<file path="src/rtl/pkt_drop_pkg.sv">
// pkt_drop_pkg: FSM state type and header constants
// shared by the packet drop filter files.
package pkt_drop_pkg;

  typedef enum logic [1:0] {
    HEAD,
    FWD,
    DROP
  } pkt_state_e;

  localparam int ETYPE_OFS     = 12;
  localparam int IPVER_OFS     = 14;
  localparam int IPPROTO_OFS   = 23;
  localparam int UDP_DPORT_OFS = 36;

  localparam logic [15:0] ETYPE_IPV4   = 16'h0800;
  localparam logic [7:0]  IP_VER_IHL   = 8'h45;
  localparam logic [7:0]  IP_PROTO_UDP = 8'h11;

endpackage

</file>
<file path="src/rtl/pkt_drop_filter_if.sv">
// pkt_drop_filter_if: AXI-stream bundle with tuser_err,
// master drives the beat, slave returns tready.
interface pkt_drop_filter_if #(
  parameter int DATA_WIDTH = 512
);
  logic [DATA_WIDTH-1:0]   tdata;
  logic [DATA_WIDTH/8-1:0] tkeep;
  logic                    tvalid;
  logic                    tready;
  logic                    tlast;
  logic                    tuser_err;

  modport master (
    output tdata, tkeep, tvalid, tlast, tuser_err,
    input  tready
  );

  modport slave (
    input  tdata, tkeep, tvalid, tlast, tuser_err,
    output tready
  );
endinterface

</file>
<file path="src/rtl/pkt_drop_match.sv">
// pkt_drop_match: combinational head-beat classifier,
// flags drop-all or an IPv4 UDP frame to cfg_udp_dport.
module pkt_drop_match
  import pkt_drop_pkg::*;
#(
  parameter int DATA_WIDTH = 512
) (
  input  logic [DATA_WIDTH-1:0] tdata,
  input  logic                  cfg_drop_all,
  input  logic                  cfg_match_en,
  input  logic [15:0]           cfg_udp_dport,
  output logic                  drop
);

  logic [15:0] etype;
  logic [15:0] dport;
  logic [7:0]  ver_ihl;
  logic [7:0]  proto;
  logic        is_udp;
  logic        unused_tdata;

  // pull header fields (network byte order) and decide
  always_comb begin
    etype   = {tdata[ETYPE_OFS*8 +: 8],
               tdata[(ETYPE_OFS+1)*8 +: 8]};
    ver_ihl = tdata[IPVER_OFS*8 +: 8];
    proto   = tdata[IPPROTO_OFS*8 +: 8];
    dport   = {tdata[UDP_DPORT_OFS*8 +: 8],
               tdata[(UDP_DPORT_OFS+1)*8 +: 8]};
    is_udp  = (etype == ETYPE_IPV4) &&
              (ver_ihl == IP_VER_IHL) &&
              (proto == IP_PROTO_UDP);
    drop    = cfg_drop_all ||
              (cfg_match_en && is_udp &&
               (dport == cfg_udp_dport));
  end

  // payload beyond the header is irrelevant here
  assign unused_tdata = ^tdata;

endmodule

</file>
<file path="src/rtl/pkt_drop_filter.sv">
// pkt_drop_filter: per-packet drop filter with a one-beat
// output register; stats built only with PKT_DROP_STATS_EN.
module pkt_drop_filter
  import pkt_drop_pkg::*;
#(
  parameter int DATA_WIDTH = 512
) (
  input  logic              axis_aclk,
  input  logic              axis_rst,
  pkt_drop_filter_if.slave  s_axis,
  pkt_drop_filter_if.master m_axis,
  input  logic              cfg_drop_all,
  input  logic              cfg_match_en,
  input  logic [15:0]       cfg_udp_dport,
  output logic [31:0]       stat_pkt_in,
  output logic [31:0]       stat_pkt_drop
);

  localparam int KW = DATA_WIDTH / 8;

  pkt_state_e state_q, state_d;

  logic                  out_vld_q, out_vld_d;
  logic [DATA_WIDTH-1:0] out_data_q, out_data_d;
  logic [KW-1:0]         out_keep_q, out_keep_d;
  logic                  out_last_q, out_last_d;
  logic                  out_err_q, out_err_d;

  logic hd_drop;
  logic out_free;
  logic s_rdy;
  logic s_fire;
  logic fwd_beat;

  pkt_drop_match #(
    .DATA_WIDTH (DATA_WIDTH)
  ) u_match (
    .tdata         (s_axis.tdata),
    .cfg_drop_all  (cfg_drop_all),
    .cfg_match_en  (cfg_match_en),
    .cfg_udp_dport (cfg_udp_dport),
    .drop          (hd_drop)
  );

  // packet FSM: tready, forward qualifier, next state
  always_comb begin
    state_d  = state_q;
    s_rdy    = 1'b0;
    fwd_beat = 1'b0;
    out_free = !out_vld_q || m_axis.tready;
    if (!axis_rst) begin
      unique case (state_q)
        HEAD: begin
          s_rdy    = out_free;
          fwd_beat = !hd_drop;
        end
        FWD: begin
          s_rdy    = out_free;
          fwd_beat = 1'b1;
        end
        DROP: begin
          s_rdy = 1'b1;
        end
        default: begin
          s_rdy = 1'b0;
        end
      endcase
    end
    s_fire = s_axis.tvalid && s_rdy;
    if (s_fire && s_axis.tlast) begin
      state_d = HEAD;
    end else if (s_fire && (state_q == HEAD)) begin
      state_d = hd_drop ? DROP : FWD;
    end
  end

  // output register: load forwarded beats, hold on stall
  always_comb begin
    out_vld_d  = out_vld_q && !m_axis.tready;
    out_data_d = out_data_q;
    out_keep_d = out_keep_q;
    out_last_d = out_last_q;
    out_err_d  = out_err_q;
    if (s_fire && fwd_beat) begin
      out_vld_d  = 1'b1;
      out_data_d = s_axis.tdata;
      out_keep_d = s_axis.tkeep;
      out_last_d = s_axis.tlast;
      out_err_d  = s_axis.tuser_err;
    end
  end

  // state and output flops, cleared by sync reset
  always_ff @(posedge axis_aclk) begin
    if (axis_rst) begin
      state_q    <= HEAD;
      out_vld_q  <= 1'b0;
      out_data_q <= '0;
      out_keep_q <= '0;
      out_last_q <= 1'b0;
      out_err_q  <= 1'b0;
    end else begin
      state_q    <= state_d;
      out_vld_q  <= out_vld_d;
      out_data_q <= out_data_d;
      out_keep_q <= out_keep_d;
      out_last_q <= out_last_d;
      out_err_q  <= out_err_d;
    end
  end

  assign s_axis.tready    = s_rdy;
  assign m_axis.tvalid    = out_vld_q;
  assign m_axis.tdata     = out_data_q;
  assign m_axis.tkeep     = out_keep_q;
  assign m_axis.tlast     = out_last_q;
  assign m_axis.tuser_err = out_err_q;

`ifdef PKT_DROP_STATS_EN
  logic [31:0] pkt_in_q, pkt_in_d;
  logic [31:0] pkt_drop_q, pkt_drop_d;
  logic        head_fire;

  // saturating counters bumped on each accepted head
  always_comb begin
    head_fire  = s_fire && (state_q == HEAD);
    pkt_in_d   = pkt_in_q;
    pkt_drop_d = pkt_drop_q;
    if (head_fire && (pkt_in_q != '1)) begin
      pkt_in_d = pkt_in_q + 32'd1;
    end
    if (head_fire && hd_drop && (pkt_drop_q != '1)) begin
      pkt_drop_d = pkt_drop_q + 32'd1;
    end
  end

  // counter flops
  always_ff @(posedge axis_aclk) begin
    if (axis_rst) begin
      pkt_in_q   <= '0;
      pkt_drop_q <= '0;
    end else begin
      pkt_in_q   <= pkt_in_d;
      pkt_drop_q <= pkt_drop_d;
    end
  end

  assign stat_pkt_in   = pkt_in_q;
  assign stat_pkt_drop = pkt_drop_q;
`else
  assign stat_pkt_in   = '0;
  assign stat_pkt_drop = '0;
`endif

endmodule

</file>
<file path="src/flat_wrapper.sv">
// flat-port wrapper written by rule: the top's interface ports become plain ports
module pkt_drop_filter_flat import pkt_drop_pkg::*;
#(
  parameter int DATA_WIDTH = 512
)
  (axis_aclk, axis_rst, cfg_drop_all, cfg_match_en, cfg_udp_dport, stat_pkt_in, stat_pkt_drop, s_axis_tdata, s_axis_tkeep, s_axis_tvalid, s_axis_tlast, s_axis_tuser_err, s_axis_tready, m_axis_tdata, m_axis_tkeep, m_axis_tvalid, m_axis_tlast, m_axis_tuser_err, m_axis_tready);
  pkt_drop_filter_if #(.DATA_WIDTH(DATA_WIDTH)) s_axis_i ();
  pkt_drop_filter_if #(.DATA_WIDTH(DATA_WIDTH)) m_axis_i ();
  input  logic axis_aclk;
  input  logic axis_rst;
  input  logic cfg_drop_all;
  input  logic cfg_match_en;
  input  logic [15:0] cfg_udp_dport;
  output logic [31:0] stat_pkt_in;
  output logic [31:0] stat_pkt_drop;
  input wire logic [$bits(s_axis_i.tdata)-1:0] s_axis_tdata;
  input wire logic [$bits(s_axis_i.tkeep)-1:0] s_axis_tkeep;
  input wire logic [$bits(s_axis_i.tvalid)-1:0] s_axis_tvalid;
  input wire logic [$bits(s_axis_i.tlast)-1:0] s_axis_tlast;
  input wire logic [$bits(s_axis_i.tuser_err)-1:0] s_axis_tuser_err;
  output wire logic [$bits(s_axis_i.tready)-1:0] s_axis_tready;
  output wire logic [$bits(m_axis_i.tdata)-1:0] m_axis_tdata;
  output wire logic [$bits(m_axis_i.tkeep)-1:0] m_axis_tkeep;
  output wire logic [$bits(m_axis_i.tvalid)-1:0] m_axis_tvalid;
  output wire logic [$bits(m_axis_i.tlast)-1:0] m_axis_tlast;
  output wire logic [$bits(m_axis_i.tuser_err)-1:0] m_axis_tuser_err;
  input wire logic [$bits(m_axis_i.tready)-1:0] m_axis_tready;
  assign s_axis_i.tdata = s_axis_tdata;
  assign s_axis_i.tkeep = s_axis_tkeep;
  assign s_axis_i.tvalid = s_axis_tvalid;
  assign s_axis_i.tlast = s_axis_tlast;
  assign s_axis_i.tuser_err = s_axis_tuser_err;
  assign s_axis_tready = s_axis_i.tready;
  assign m_axis_tdata = m_axis_i.tdata;
  assign m_axis_tkeep = m_axis_i.tkeep;
  assign m_axis_tvalid = m_axis_i.tvalid;
  assign m_axis_tlast = m_axis_i.tlast;
  assign m_axis_tuser_err = m_axis_i.tuser_err;
  assign m_axis_i.tready = m_axis_tready;
  pkt_drop_filter #(.DATA_WIDTH(DATA_WIDTH)) u_core (.axis_aclk(axis_aclk), .axis_rst(axis_rst), .s_axis(s_axis_i), .m_axis(m_axis_i), .cfg_drop_all(cfg_drop_all), .cfg_match_en(cfg_match_en), .cfg_udp_dport(cfg_udp_dport), .stat_pkt_in(stat_pkt_in), .stat_pkt_drop(stat_pkt_drop));
endmodule
</file>
<file path="config.mk">
export PLATFORM = sky130hd
export DESIGN_NAME = pkt_drop_filter_flat
export DESIGN_NICKNAME = d
export VERILOG_FILES = /design/src/rtl/pkt_drop_pkg.sv /design/src/rtl/pkt_drop_filter_if.sv /design/src/rtl/pkt_drop_match.sv /design/src/rtl/pkt_drop_filter.sv /design/src/flat_wrapper.sv
export SDC_FILE = /design/constraint.sdc
export NUM_CORES = 1
export LEC_CHECK = 0
export BUFFER_PORTS_ARGS = -buffer_cell sky130_fd_sc_hd__buf_2
export CAP_MARGIN = 15
export CORE_AREA = 2 2 482 484
export DETAILED_ROUTE_END_ITERATION = 6
export DIE_AREA = 0 0 484 486
export HOLD_SLACK_MARGIN = 0.03
export SLEW_MARGIN = 20
export SYNTH_ARGS = -nofsm -noshare
export SYNTH_HDL_FRONTEND = slang
export SYNTH_HIERARCHICAL = 1
export SYNTH_SLANG_ARGS = --single-unit
</file>
<file path="constraint.sdc">
create_clock -name axis_aclk -period 4.3 [get_ports axis_aclk]
set_input_delay 0.645 -clock axis_aclk [delete_from_list [all_inputs] [get_ports axis_aclk]]
set_output_delay 0.645 -clock axis_aclk [all_outputs]
set_load 0.05 [all_outputs]
</file>
==> results of run 1 <==
[layout by cell type (no fill, tap or decap), types with 2 or more instances in the layout]
cell type / instances
conb_1: 64
clkinvlp_4: 4
nand2b_1: 1157
nand2_1: 3
dfxtp_1: 581
nor4_1: 6
clkbuf_8: 14
inv_16: 2
bufinv_16: 7
xor2_1: 16
buf_12: 13
clkinv_8: 2
buf_2: 1178
clkbuf_16: 78
nand4_1: 3
clkinv_4: 2
mux2i_1: 578
inv_6: 4
diode_2: 112
nor2b_1: 2
nor4bb_1: 2
nor4b_2: 2
clkbuf_1: 14
clkinv_2: 10
buf_4: 34
[synth_stat cells]
master and number:
clkbuf_1 127, a41oi_1 1, nand4bb_1 1, o41ai_2 1
buf_12 3, mux2i_1 578, inv_1 1, nor4_1 6
buf_8 11, buf_4 74, xor2_1 16, buf_6 34
nand2_1 3, dfxtp_1 581, buf_2 9, a31oi_1 1
or3b_2 1, nor4b_2 1, conb_1 1, nor4bb_1 3
nor2_1 1, o21a_1 1, nand4_1 3, a21oi_1 1
nor3_1 1, nor4b_1 2, nand2b_1 1157, nor4_2 1
nor2b_1 2
[where the power goes]
group          leakage, nW  internal [W]  switching (W)
Combinational         10.4       0.00101        0.00241
Sequential            4.75       0.00573       0.000185
Clock                 1.29       0.00403        0.00278
[worst max-delay path by stage]
stage                           start                       end  slack, ns  cells past startpoint
CTS                 s_axis_tdata[117]   u_core/m_axis.tkeep[29]       0.95                     10
detailed placement  s_axis_tdata[117]   u_core/m_axis.tdata[83]       0.18                     10
floorplan           cfg_udp_dport[10]  u_core/m_axis.tdata[372]       1.74                     11
finish              s_axis_tdata[297]   u_core/m_axis.tdata[83]       0.99                     11
global placement    s_axis_tdata[117]  u_core/m_axis.tdata[456]       0.15                     10
global route        s_axis_tdata[117]   u_core/m_axis.tkeep[24]       0.80                     10
[critical path, cell delays in order]
cell and delay, ns:
buf_2 0.13, xor2_1 0.14, nor4_1 0.68, nand2_1 0.20, o41ai_2 0.54, buf_4 0.20, nor2b_1 0.30, nor4bb_4 0.13
buf_12 0.23, buf_12 0.32, mux2i_1 0.18
[cell type report]
class	instances	area [um^2]	share of cell area (%)
inverter	1	3.75	0.00977
timing repair buffer	1226	6430	16.7
clock inverter	32	445	1.16
antenna	112	280	0.729
clock buffer	106	2200	5.72
multi-input combinational	1845	13700	35.5
sequential	581	11600	30.3
tap	3026	3790	9.85
[stage by stage]
step / utilization, % / hold slack [ns] / instances / setup WS [ns]
2_1_floorplan: - / 0.464 / 2685 / 1.74
3_3_place_gp: 15.5 / 0.455 / 6679 / 0.148
3_5_place_dp: 15.5 / 0.458 / 6679 / 0.176
4_1_cts: 16.6 / 0.0934 / 6817 / 0.954
5_1_grt: 16.7 / 0.135 / 6875 / 0.804
6_report: 16.7 / 0.207 / 6929 / 0.994
[kinds of logic (layout without fill, tap and decap cells)]
logic type	after synthesis	after routing	share of synthesized area, %
DFF	581	581	43.5
other	1	176	0.0140
muxes	578	578	21.7
xor gates and xnor gates	16	16	0.525
buffers and inverters	259	1365	6.32
AOI/OAI and AO/OA	5	5	0.164
and+or+nand+nor	1182	1182	27.8
[layer usage]
layer,part of all wire [%],up-vias,track usage [%]
li1,-,10700,-
met1,31,10300,12.7
met2,46,1237,24.1
met3,17,580,11.9
met4,5.6,210,7.11
met5,0.76,-,0
[registers in the layout, summed over array words and instances, names as in the netlist]
signal and flops:
u_core/state_q 2, u_core/m_axis.tkeep 64, u_core/m_axis.tvalid 1, u_core/m_axis.tdata 512, u_core/m_axis.tuser_err 1, u_core/m_axis.tlast 1
==> results.yml, run 1 <==
clock_tree:
  ctsHoldBuffers: 0
  cts_tree: "yes"
  cts_buffers: 76
  cts_resized: 0
  root_buffer: "clkbuf_16"
  htree_levels: 3
  clock-sinks: 581
  path_clk_slew_ns: 0.06
  cts_buffer_depth: 3
  post_cts_buffers: 0
  insertion_delay_ns: 0.70
run_status:
  status: "finished clean"
synth:
  syn_avg_cell_area_um2: 10.2
  synth_top_area_share_pct: 43.5
  syn_area_um2: 26700
  synthTopCellsByArea: "dfxtp_1, nand2b_1, mux2i_1"
  ys_seq_area_share_pct: 43.5
  yosysUniqueCellTypes: 29
  synth_largest_area_cell: "dfxtp_1"
  ys_ff_latch: 581
  syn_inst: 2622
  ys_warn_count: 6
floorplan:
  initial_core_util_pct: 11.6
  num_rows: 176
  die_w_um: 484
  die_y_um: 486
  num_io_pins: 1244
  die_area_um2: 235000
  core_um2: 229000
finish:
  nets: 4331
  design_area_um2: 38400
  fillers: 25900
  drive_above_1_share_pct: 35.8
  area_delta_synth_final_pct: 43.8
routing:
  drt-wirelength-per-cell_um: 25.8
  viasPerCell: 3.32
  drt_wl_total_um: 179000
  drtPass1Iterations: 5
  drc: 0
  drt_iter0_drc: 866
  vias: 23000
  ant_nets: 0
timing:
  fin_crit_sh_pct: 76.9
  finalMaxSlewViolations: 0
  fmax_mhz: 303
  skew_ns: 0.0305
  rsz0062_at_grt: "no"
  layout_min_cycle_time_ns: 3.31
  hold_violations: 0
  worstMarginPinSlew_ns: 0.775
  setup_viol: 0
  relSlewSlack_pct: 47.9
  setup_tns_ns: 0
pwr:
  ir_drop_mv: 0.242
  power_w: 0.0161
  p_leak_nw: 16.4
  power_density_nw_per_um2: 420
setup_path:
  critPathMaxFanout: 53
  rr_worst_depth: 5
  cp.required_ns: 4.86
  arrival_ns: 3.87
  r2r_start: "u_core/state_q[0]"
  worstSetupEndpointType: "flop"
  path_class: "input pin to flop"
  rrSetupSlack_ns: 1.99
  cp-start-kind: "input pin"
  r2r-end: "u_core/m_axis.tkeep[29]"
hold_path:
  whs_path_depth: 3
  min_to: "u_core/m_axis.tdata[36]"
  min_path_type: "input pin to flop"
  hp-start: "s_axis_tdata[36]"
placed_design:
  dpl_cell_area_um2: 35500
  portBuffers: 1179
  place.detailed.hpwl_um: 155000
  gp_congestion: 0.905
global_routing:
  grt_max_degree: 171
  overflow: 0
  grtUsageTotal_pct: 14.6
  grt_pass1_vias: 22500
  grt_pass1_wl_um: 225000
  antenna_found_initial: 295
run:
  max_cap_viol_count: 0
Note: power is estimated with default switching activity, not from simulation.
==> inputs of run 2 (changes only) <==
==> constraint.sdc (replaced) <==
create_clock -name axis_aclk -period 3.2 [get_ports axis_aclk]
set_input_delay 0.48 -clock axis_aclk [delete_from_list [all_inputs] [get_ports axis_aclk]]
set_output_delay 0.48 -clock axis_aclk [all_outputs]
set_load 0.05 [all_outputs]
==> results.yml, run 2 (synthesis gave the netlist of run 1 again) <==
timing:
  hold_violations: 0
  relSlewSlack_pct: 49.8
  finalWorstSetupSlack_ns: 0.119
  fmax_mhz: 325
  whs_ns: 0.122
  rsz0062_at_grt: "no"
  fin_crit_sh_pct: 96.3
  setup_viol: 0
  skew_ns: 0.0170
  layout_min_cycle_time_ns: 3.08
  worstMarginPinSlew_ns: 0.752
  finalMaxSlewViolations: 0
setup_path:
  worstPathCellList: "dlygate4sd3_1 -> buf_2 -> xor2_1 -> nor4_1 -> nand4_1 -> o41ai_4 -> buf_4 -> nor2b_4 -> nor4bb_4 -> buf_6 -> buf_6 -> buf_4 -> buf_12 -> buf_12 -> mux2i_1"
  arrival_ns: 3.70
  rr_worst_depth: 8
  worstSetupEndpointType: "flop"
  path_class: "input pin to flop"
  slowest_stage: "dlygate4sd3_1"
  cp_slowest_stage_delay_ns: 0.72
  critPathMaxFanout: 32
  cp.required_ns: 3.82
  r2r-end: "u_core/m_axis.tdata[84]"
  cp-start-kind: "input pin"
  rrSetupSlack_ns: 1.07
  r2r_start: "u_core/m_axis.tvalid"
global_routing:
  overflow: 0
  grtUsageTotal_pct: 14.9
  antenna_found_initial: 275
  grt_pass1_vias: 25300
  grt_max_degree: 190
  grt_pass1_wl_um: 234000
run_status:
  status: "finished clean"
floorplan:
  core_um2: 229000
  initial_core_util_pct: 11.6
  die_area_um2: 235000
  num_io_pins: 1244
  num_rows: 176
  die_y_um: 486
  die_w_um: 484
pwr:
  p_leak_nw: 19.0
  ir_drop_mv: 0.339
  power_density_nw_per_um2: 505
hold_path:
  min_path_type: "input pin to flop"
  min_to: "u_core/m_axis.tkeep[28]"
  hp-start: "s_axis_tkeep[28]"
  whs_path_depth: 3
placed_design:
  dp_slack_ns: -0.835
  portBuffers: 1179
  place.detailed.hpwl_um: 156000
  gp_congestion: 0.906
routing:
  drtPass1Iterations: 4
  ant_nets: 0
  drt_wl_total_um: 183000
  drc: 0
  drt_iter0_drc: 1077
  viasPerCell: 3.36
  vias: 25300
  drt-wirelength-per-cell_um: 24.3
clock_tree:
  insertion_delay_ns: 0.71
  htree_levels: 3
  cts_buffers: 78
  path_clk_slew_ns: 0.06
  root_buffer: "clkbuf_16"
  cts_buffer_depth: 3
  post_cts_buffers: 0
  clock-sinks: 581
  cts_tree: "yes"
finish:
  largest_register_ffs: 512
  final_cell_mix: "buf_2, nand2b_1, dfxtp_1"
  area_delta_synth_final_pct: 66.8
  nets: 4918
  final_common_cell: "buf_2"
  drive_above_1_share_pct: 32.4
run:
  max_cap_viol_count: 0
## run 2: cell types whose count changed in the layout (fill, tap and decap cells not counted), moves of 2 or more
cell | before | now
buf_12 | 13 | 30
inv_8 | 0 | 2
buf_16 | 0 | 3
diode_2 | 112 | 126
bufinv_16 | 7 | 5
clkinvlp_4 | 4 | 6
buf_6 | 0 | 6
mux2i_1 | 578 | 573
clkbuf_16 | 78 | 82
buf_4 | 34 | 59
clkbuf_8 | 14 | 10
mux2i_2 | 0 | 4
dlygate4sd3_1 | 0 | 530
inv_6 | 4 | 8
## run 2: cell type report
cell class                      count  area [um^2]
Antenna cell                      126          315
Tap cell                         3026         3790
Fill cell                       25400       185000
Timing Repair Buffer             1811        12500
Clock inverter                     36          425
Sequential cell                   581        11600
Multi-Input combinational cell   1845        13700
Clock buffer                      103         2170
Inverter                            1         3.75
## run 2: worst max-delay path by stage
stage | startpoint | endpoint | cells after the start
3_5_place_dp | s_axis_tdata[96] | u_core/m_axis.tdata[77] | 14
3_3_place_gp | s_axis_tdata[96] | u_core/m_axis.tdata[448] | 11
5_1_grt | s_axis_tdata[300] | u_core/m_axis.tdata[56] | 15
2_1_floorplan | cfg_udp_dport[10] | u_core/m_axis.tdata[372] | 11
6_report | s_axis_tdata[300] | u_core/m_axis.tdata[84] | 15
4_1_cts | s_axis_tdata[300] | u_core/m_axis.tdata[441] | 15
## run 2: stage by stage
step	power (W)	util (%)	instance area, um^2	instances	TNS, ns
2_1_floorplan	0.0113	-	27000	2685	0
3_3_place_gp	0.0129	15.7	36100	6727	-991.64
3_5_place_dp	0.0129	15.8	36200	6730	-359.06
4_1_cts	0.0229	19.2	44100	7400	0
5_1_grt	0.0234	19.4	44400	7471	0
6_report	0.0225	19.4	44600	7529	0
## run 2: worst max-delay path, delay by kind of cell
family | cells | cell delay [ns]
compound gates | 1 | 0.08
mux | 1 | 0.26
buf+inv | 8 | 2.05
xor+xnor | 1 | 0.15
simple gates | 4 | 0.59
## run 2: what timing repair did
action	in CTS	in global routing
pin swaps	2	1
resized for setup	1	17
endpoints found under the hold margin	531	0
gates cloned	0	3
setup endpoints to repair	129	243
hold buffers	531	0
## run 2: layer usage
layer	vias up	GRT usage [%]	share of wire, %
met2	1191	24.7	47
met3	519	7.74	11
met1	11500	15.3	36
met5	-	0	0.67
li1	11900	-	-
met4	202	7.37	5.5
## run 2: power by group
part	internal, W	switching (W)
sequential	0.00770	0.000259
clock	0.00523	0.00383
combinational	0.00190	0.00357
total	0.0148	0.00765
